**src/rtl/id_stage_pipe.sv**
```systemverilog
// RV32 instruction-decode stage with a handshaked ID/EX register, load-use stall, flush and illegal detection.
// Define WB_BYPASS_EN to make a same-cycle write-back visible to register reads (write-through).
module id_stage_pipe #(
    parameter  int unsigned XLEN  = 32,
    parameter  int unsigned NREGS = 32,
    localparam int unsigned RIDX  = $clog2(NREGS)
) (
    input  logic            clk,
    input  logic            rst,
    input  logic            if_valid,
    output logic            if_ready,
    input  logic [31:0]     if_instr,
    input  logic [XLEN-1:0] if_pc,
    input  logic            flush,
    input  logic            wb_we,
    input  logic [RIDX-1:0] wb_rd,
    input  logic [XLEN-1:0] wb_data,
    output logic            ex_valid,
    input  logic            ex_ready,
    output logic [XLEN-1:0] ex_pc,
    output logic [XLEN-1:0] ex_rs1_data,
    output logic [XLEN-1:0] ex_rs2_data,
    output logic [XLEN-1:0] ex_imm,
    output logic [RIDX-1:0] ex_rs1,
    output logic [RIDX-1:0] ex_rs2,
    output logic [RIDX-1:0] ex_rd,
    output logic [6:0]      ex_opcode,
    output logic [2:0]      ex_func3,
    output logic [6:0]      ex_func7,
    output logic            ex_reg_write,
    output logic            ex_mem_read,
    output logic            ex_mem_write,
    output logic            ex_branch,
    output logic            ex_alu_src,
    output logic            ex_mem_to_reg,
    output logic [1:0]      ex_alu_op,
    output logic            ex_illegal
);

    typedef enum logic [6:0] {
        OP_LOAD   = 7'b0000011,
        OP_IMM    = 7'b0010011,
        OP_AUIPC  = 7'b0010111,
        OP_STORE  = 7'b0100011,
        OP_REG    = 7'b0110011,
        OP_LUI    = 7'b0110111,
        OP_BRANCH = 7'b1100011,
        OP_JALR   = 7'b1100111,
        OP_JAL    = 7'b1101111
    } opcode_e;

    typedef struct packed {
        logic [XLEN-1:0] pc;
        logic [XLEN-1:0] rs1_data;
        logic [XLEN-1:0] rs2_data;
        logic [XLEN-1:0] imm;
        logic [RIDX-1:0] rs1;
        logic [RIDX-1:0] rs2;
        logic [RIDX-1:0] rd;
        logic [6:0]      opcode;
        logic [2:0]      func3;
        logic [6:0]      func7;
        logic            reg_write;
        logic            mem_read;
        logic            mem_write;
        logic            branch;
        logic            alu_src;
        logic            mem_to_reg;
        logic [1:0]      alu_op;
        logic            illegal;
    } idex_t;

    logic [XLEN-1:0] rf_q [NREGS];
    idex_t           ex_q, ex_d, dec;
    logic            ex_valid_q, ex_valid_d;
    logic            uses_rs1, uses_rs2, uses_rd, known, field_bad;
    logic signed [31:0] imm32;
    logic            load_use, capture;

    // Register read, x0 hardwired to zero
    always_comb begin
        dec.rs1_data = (dec.rs1 == '0) ? '0 : rf_q[dec.rs1];
        dec.rs2_data = (dec.rs2 == '0) ? '0 : rf_q[dec.rs2];
`ifdef WB_BYPASS_EN
        if (wb_we && (wb_rd != '0) && (wb_rd == dec.rs1)) dec.rs1_data = wb_data;
        if (wb_we && (wb_rd != '0) && (wb_rd == dec.rs2)) dec.rs2_data = wb_data;
`endif
    end

    // Low opcode bits other than 11 never match a known opcode, so they fall to default
    always_comb begin
        dec.pc         = if_pc;
        dec.rs1        = if_instr[15 +: RIDX];
        dec.rs2        = if_instr[20 +: RIDX];
        dec.rd         = if_instr[7 +: RIDX];
        dec.opcode     = if_instr[6:0];
        dec.func3      = if_instr[14:12];
        dec.func7      = if_instr[31:25];
        dec.reg_write  = 1'b0;
        dec.mem_read   = 1'b0;
        dec.mem_write  = 1'b0;
        dec.branch     = 1'b0;
        dec.alu_src    = 1'b0;
        dec.mem_to_reg = 1'b0;
        dec.alu_op     = 2'b00;
        uses_rs1       = 1'b0;
        uses_rs2       = 1'b0;
        uses_rd        = 1'b0;
        known          = 1'b1;
        imm32          = '0;
        case (if_instr[6:0])
            OP_REG: begin
                dec.reg_write = 1'b1; dec.alu_op = 2'b10;
                uses_rs1 = 1'b1; uses_rs2 = 1'b1; uses_rd = 1'b1;
            end
            OP_IMM: begin
                dec.reg_write = 1'b1; dec.alu_src = 1'b1; dec.alu_op = 2'b10;
                uses_rs1 = 1'b1; uses_rd = 1'b1;
                imm32 = {{20{if_instr[31]}}, if_instr[31:20]};
            end
            OP_LOAD: begin
                dec.reg_write = 1'b1; dec.mem_read = 1'b1; dec.alu_src = 1'b1; dec.mem_to_reg = 1'b1;
                uses_rs1 = 1'b1; uses_rd = 1'b1;
                imm32 = {{20{if_instr[31]}}, if_instr[31:20]};
            end
            OP_JALR: begin
                dec.reg_write = 1'b1; dec.alu_src = 1'b1;
                uses_rs1 = 1'b1; uses_rd = 1'b1;
                imm32 = {{20{if_instr[31]}}, if_instr[31:20]};
            end
            OP_STORE: begin
                dec.mem_write = 1'b1; dec.alu_src = 1'b1;
                uses_rs1 = 1'b1; uses_rs2 = 1'b1;
                imm32 = {{20{if_instr[31]}}, if_instr[31:25], if_instr[11:7]};
            end
            OP_BRANCH: begin
                dec.branch = 1'b1; dec.alu_op = 2'b01;
                uses_rs1 = 1'b1; uses_rs2 = 1'b1;
                imm32 = {{20{if_instr[31]}}, if_instr[7], if_instr[30:25], if_instr[11:8], 1'b0};
            end
            OP_LUI, OP_AUIPC: begin
                dec.reg_write = 1'b1; dec.alu_src = 1'b1; uses_rd = 1'b1;
                imm32 = {if_instr[31:12], 12'b0};
            end
            OP_JAL: begin
                dec.reg_write = 1'b1; dec.alu_src = 1'b1; uses_rd = 1'b1;
                imm32 = {{12{if_instr[31]}}, if_instr[19:12], if_instr[20], if_instr[30:21], 1'b0};
            end
            default: known = 1'b0;
        endcase
        field_bad   = (NREGS == 16) &&
                      ((uses_rs1 && if_instr[19]) || (uses_rs2 && if_instr[24]) || (uses_rd && if_instr[11]));
        dec.illegal = !known || field_bad;
        dec.imm     = XLEN'(imm32);
        if (dec.illegal) begin
            dec.reg_write  = 1'b0;
            dec.mem_read   = 1'b0;
            dec.mem_write  = 1'b0;
            dec.branch     = 1'b0;
            dec.alu_src    = 1'b0;
            dec.mem_to_reg = 1'b0;
            dec.alu_op     = 2'b00;
            uses_rs1       = 1'b0;
            uses_rs2       = 1'b0;
        end
    end

    assign load_use = ex_valid_q && ex_q.mem_read && (ex_q.rd != '0) &&
                      ((uses_rs1 && (dec.rs1 == ex_q.rd)) || (uses_rs2 && (dec.rs2 == ex_q.rd)));
    assign if_ready = flush || ((!ex_valid_q || ex_ready) && !load_use);
    assign capture  = if_valid && if_ready && !flush;

    always_comb begin
        ex_valid_d = ex_valid_q;
        ex_d       = ex_q;
        if (flush) begin
            ex_valid_d = 1'b0;
        end else if (capture) begin
            ex_valid_d = 1'b1;
            ex_d       = dec;
        end else if (ex_ready) begin
            ex_valid_d = 1'b0;
        end
    end

    always_ff @(posedge clk) begin
        if (rst) begin
            ex_valid_q <= 1'b0;
            ex_q       <= '0;
        end else begin
            ex_valid_q <= ex_valid_d;
            ex_q       <= ex_d;
        end
    end

    always_ff @(posedge clk) begin
        if (rst) begin
            for (int unsigned i = 0; i < NREGS; i++) rf_q[i] <= '0;
        end else if (wb_we && (wb_rd != '0)) begin
            rf_q[wb_rd] <= wb_data;
        end
    end

    assign ex_valid      = ex_valid_q;
    assign ex_pc         = ex_q.pc;
    assign ex_rs1_data   = ex_q.rs1_data;
    assign ex_rs2_data   = ex_q.rs2_data;
    assign ex_imm        = ex_q.imm;
    assign ex_rs1        = ex_q.rs1;
    assign ex_rs2        = ex_q.rs2;
    assign ex_rd         = ex_q.rd;
    assign ex_opcode     = ex_q.opcode;
    assign ex_func3      = ex_q.func3;
    assign ex_func7      = ex_q.func7;
    assign ex_reg_write  = ex_q.reg_write;
    assign ex_mem_read   = ex_q.mem_read;
    assign ex_mem_write  = ex_q.mem_write;
    assign ex_branch     = ex_q.branch;
    assign ex_alu_src    = ex_q.alu_src;
    assign ex_mem_to_reg = ex_q.mem_to_reg;
    assign ex_alu_op     = ex_q.alu_op;
    assign ex_illegal    = ex_q.illegal;

endmodule

```
**config.mk**
```make
export PLATFORM = sky130hd
export DESIGN_NAME = id_stage_pipe
export DESIGN_NICKNAME = d
export VERILOG_FILES = /design/src/rtl/id_stage_pipe.sv
export SDC_FILE = /design/constraint.sdc
export NUM_CORES = 2
export LEC_CHECK = 0
export ABC_CLOCK_PERIOD_IN_PS = 7000
export CORE_MARGIN = 4
export CORE_UTILIZATION = 50
export CTS_CLUSTER_SIZE = 8
export DETAILED_ROUTE_END_ITERATION = 12
export MAX_ROUTING_LAYER = met4
export PLACE_DENSITY = 0.68
export RECOVER_POWER = 25
export SLEW_MARGIN = 20
export SYNTH_ARGS = -nofsm -noshare
export SYNTH_HDL_FRONTEND = slang
export SYNTH_SLANG_ARGS = --single-unit
```
**constraint.sdc**
```tcl
create_clock -name clk -period 7 [get_ports clk]
set_clock_uncertainty 0.2 [all_clocks]
set_input_delay 1.05 -clock clk [delete_from_list [all_inputs] [get_ports clk]]
set_output_delay 1.05 -clock clk [all_outputs]
set_load 0.05 [all_outputs]
```
==> qor.json <==
{
  "global_route": {
    "grt_pass1_vias": 41299,
    "grt_start_max_net_pins": 80,
    "grt.overflow.total": 0,
    "globalRouteTotalUtil_pct": 35.24,
    "grt_first_pass_wirelength_um": 308500,
    "grt_antenna_before_repair": 11
  },
  "routing": {
    "drt-initial-drc-count": 6783,
    "wl_per_cell_um": 35.13,
    "post_drt_via_cell_ratio": 6.753,
    "detail_route.first_pass.iterations": 6,
    "antenna_viol_nets_final": 0,
    "drt_drc_violations_left": 0,
    "detailroute.via_count": 42366,
    "route.final.wire_length_um": 220400
  },
  "floorplan": {
    "io_pins": 278,
    "die_w_um": 356.9,
    "floorplan.rows": 127,
    "die_area_um2": 127400,
    "floorplan.initialDensity_pct": 50.52,
    "design.core.area_um2": 120400,
    "chipHeight_um": 356.9
  },
  "clock_network": {
    "cts_setup_buffers": 0,
    "clockRootBuffer": "clkbuf_16",
    "worst_skew_pair.late_latency_ps": 790,
    "number_of_cts_inserted_buffers": 167,
    "clock_path_buffers": 3,
    "htree_levels": 4,
    "post_cts_resized": 0,
    "post_cts_hold_buffer_count": 0,
    "clock_pin_slew_on_the_worst_setup_and_hold_paths_ps": 50,
    "clock_sink_count": 1192,
    "cts_tree": "yes"
  },
  "sta": {
    "final.period_utilization_pct": 84.29,
    "timing_hold_violations_final": 0,
    "worst_pin_slew_ps": 3255,
    "unrepaired_setup_endpoints_after_global_routing": "no",
    "maxSlewViolCount": 634,
    "fmaxAchievable_ghz": 0.1695,
    "finalSetupViolations": 0,
    "max_slew_margin_pct": -117.0,
    "period_needed_ps": 5900,
    "final_tns_setup_ps": 0
  },
  "outcome": {
    "failed_checks": "max-capacitance violations, max-slew violations",
    "status": "complete, but fails checks"
  },
  "synth": {
    "synth.largest_area_cell": "edfxtp_1",
    "yosys_most_used_dff": "edfxtp_1",
    "most_area_consuming_cells_after_synthesis": "edfxtp_1 51%, mux4_2 15%, and2_1 10%, dfxtp_1 5.5%, mux2i_1 3.2%",
    "synth_seq_area_share_pct": 56.05,
    "flip_flop_and_latch_count_after_synthesis": 1192,
    "synth_cells": 4421,
    "mappedNetlistArea_um2": 60860,
    "synth_cell_type_count": 61,
    "synthArstFlopShare_pct": 0,
    "synth_edf_count": 1024,
    "synthesis.yosys.warnings": 0,
    "postSynthAreaPerCell_um2": 13.77,
    "post_synth_top_area_share_pct": 50.53
  },
  "critical_path": {
    "crit_path_max_fanout": 33,
    "criticalPathCategory": "input port to flip-flop",
    "timing.critical_path.from_type": "input port",
    "critPathCaptureType": "flip-flop",
    "timing.critical_path.required_ps": 7270,
    "worst_ep_arrival_time_ps": 6170
  },
  "final_layout": {
    "final_net_count": 4659,
    "final_layout_size_suffix_gt1_share_pct": 19.50,
    "areaGrowthSynthToFinish_pct": 14.69,
    "layout_common_cells": "1024 x edfxtp_1, 836 x and2_1, 414 x mux4_2",
    "layout.filler_cells": 9544,
    "layout.cells.most_common": "edfxtp_1",
    "postLayoutCoreUtil_pct": 57.95
  },
  "power_and_ir_drop": {
    "ir_worst_vdd_v": 0.0002594,
    "cellPowerDensity_nw_per_um2": 259.9,
    "leakage_nw": 24.30
  },
  "run": {
    "maxCapViolCount": 17
  },
  "placed_design": {
    "finalWeightedCongestion": 0.9263,
    "dp_hpwl_um": 136400,
    "place.port_buffers": 277
  },
  "hold_path": {
    "min-delay-path-class": "flip-flop to flip-flop"
  }
}
## kinds of logic (layout without fill, tap and decap cells)
logic type             count (synthesis)  after routing  share of synthesized area, %
buffers and inverters                482            682                         3.333
XOR/XNOR                              10             10                        0.1439
flip-flops                          1192           1192                         56.05
other                                  1             42                      0.006162
AO/OA/AOI/OAI                        633            633                         6.777
AND/OR/NAND/NOR                     1400           1400                         13.42
multiplexers                         703            703                         20.27
## per-layer routing
metal	global-route usage [%]	routed length [µm]	up-vias	share of wire (%)
li1	-	-	17055	-
met1	44.25	78100	21325	35
met2	50.99	97330	3293	44
met3	9.244	27780	693	13
met4	22.61	17210	0	7.8
met5	-	0	-	0
## report_power, final
group          leakage (nW)  internal [W]  switching (W)
combinational          10.9      0.000820        0.00141
clock                  2.28       0.00444        0.00312
sequential             11.1       0.00811       0.000240
total                  24.3        0.0134        0.00477
## final timing paths
check	startpoint	to	slack [ps]	depth (start not counted)
worst min-delay path	ex_rs2_data[13]	ex_rs2_data[13]	260	1
worst max register to register	ex_rd[3]	ex_rs2_data[8]	3760	8
worst min register to register	ex_rs2_data[13]	ex_rs2_data[13]	260	1
worst max-delay path	wb_we	rf_q[2][20]	1100	7
## layout make-up
cell class	instances	area, µm²	share of cell area [%]
sequential	1192	34110	48.87
multi-input combinational	2778	25120	35.99
clock buffer	254	4548	6.516
timing repair buffer	409	3737	5.355
tap	1612	2017	2.890
clock inverter	15	221.5	0.3173
antenna	10	25.02	0.03585
inverter	4	16.27	0.02330
## worst max-delay path: stages
cell,delay [ps]
dlygate4sd3_1,610
nor2b_1,320
nand3b_1,790
nor2_4,300
clkbuf_1,1700
or2_2,970
buf_4,390
## flip-flops by register name, summed over array words and instances, names as in the netlist, 2 cells and up
name,cells
ex_pc,32
ex_alu_op,2
ex_rs1_data,32
ex_rs1,5
rf_q,1024
ex_opcode,7
ex_func3,3
ex_func7,7
ex_imm,32
ex_rs2_data,32
ex_rs2,5
ex_rd,5
## cells in the mapped netlist, types with 6 or more instances
cell / count
nand2b_1: 7
dfxtp_1: 168
o21ai_0: 111
nand2_1: 166
nor2_1: 39
mux2i_1: 195
edfxtp_1: 1024
xnor2_1: 6
nand4_1: 8
a211oi_1: 46
and3_1: 7
o22ai_1: 70
a31oi_1: 35
a22oi_1: 34
mux2_2: 94
a21oi_1: 176
nor2b_1: 9
clkbuf_1: 327
buf_1: 20
nand3b_1: 6
buf_2: 115
or2_2: 33
mux4_2: 414
nand3_1: 100
and2_1: 1000
o221ai_1: 57
a221oi_1: 13
o2bb2ai_1: 14
a32o_1: 18
nor3_1: 8
a22o_1: 45
buf_4: 12
## per-stage QoR
step	setup slack [ps]	power, W	cells	area, µm²	hold slack (ps)
final	1100	0.01814	6274	69800	256.6
after global routing	1108	0.01856	6271	69790	275.3
after CTS	2170	0.01813	6264	69840	263.1
after detailed placement	1792	0.01067	5995	65070	248.0
after global placement	1782	0.01064	5995	65060	247.5
after floorplan	3101	0.009718	4452	60970	496.7
Note: power is estimated with default switching activity, not from simulation.
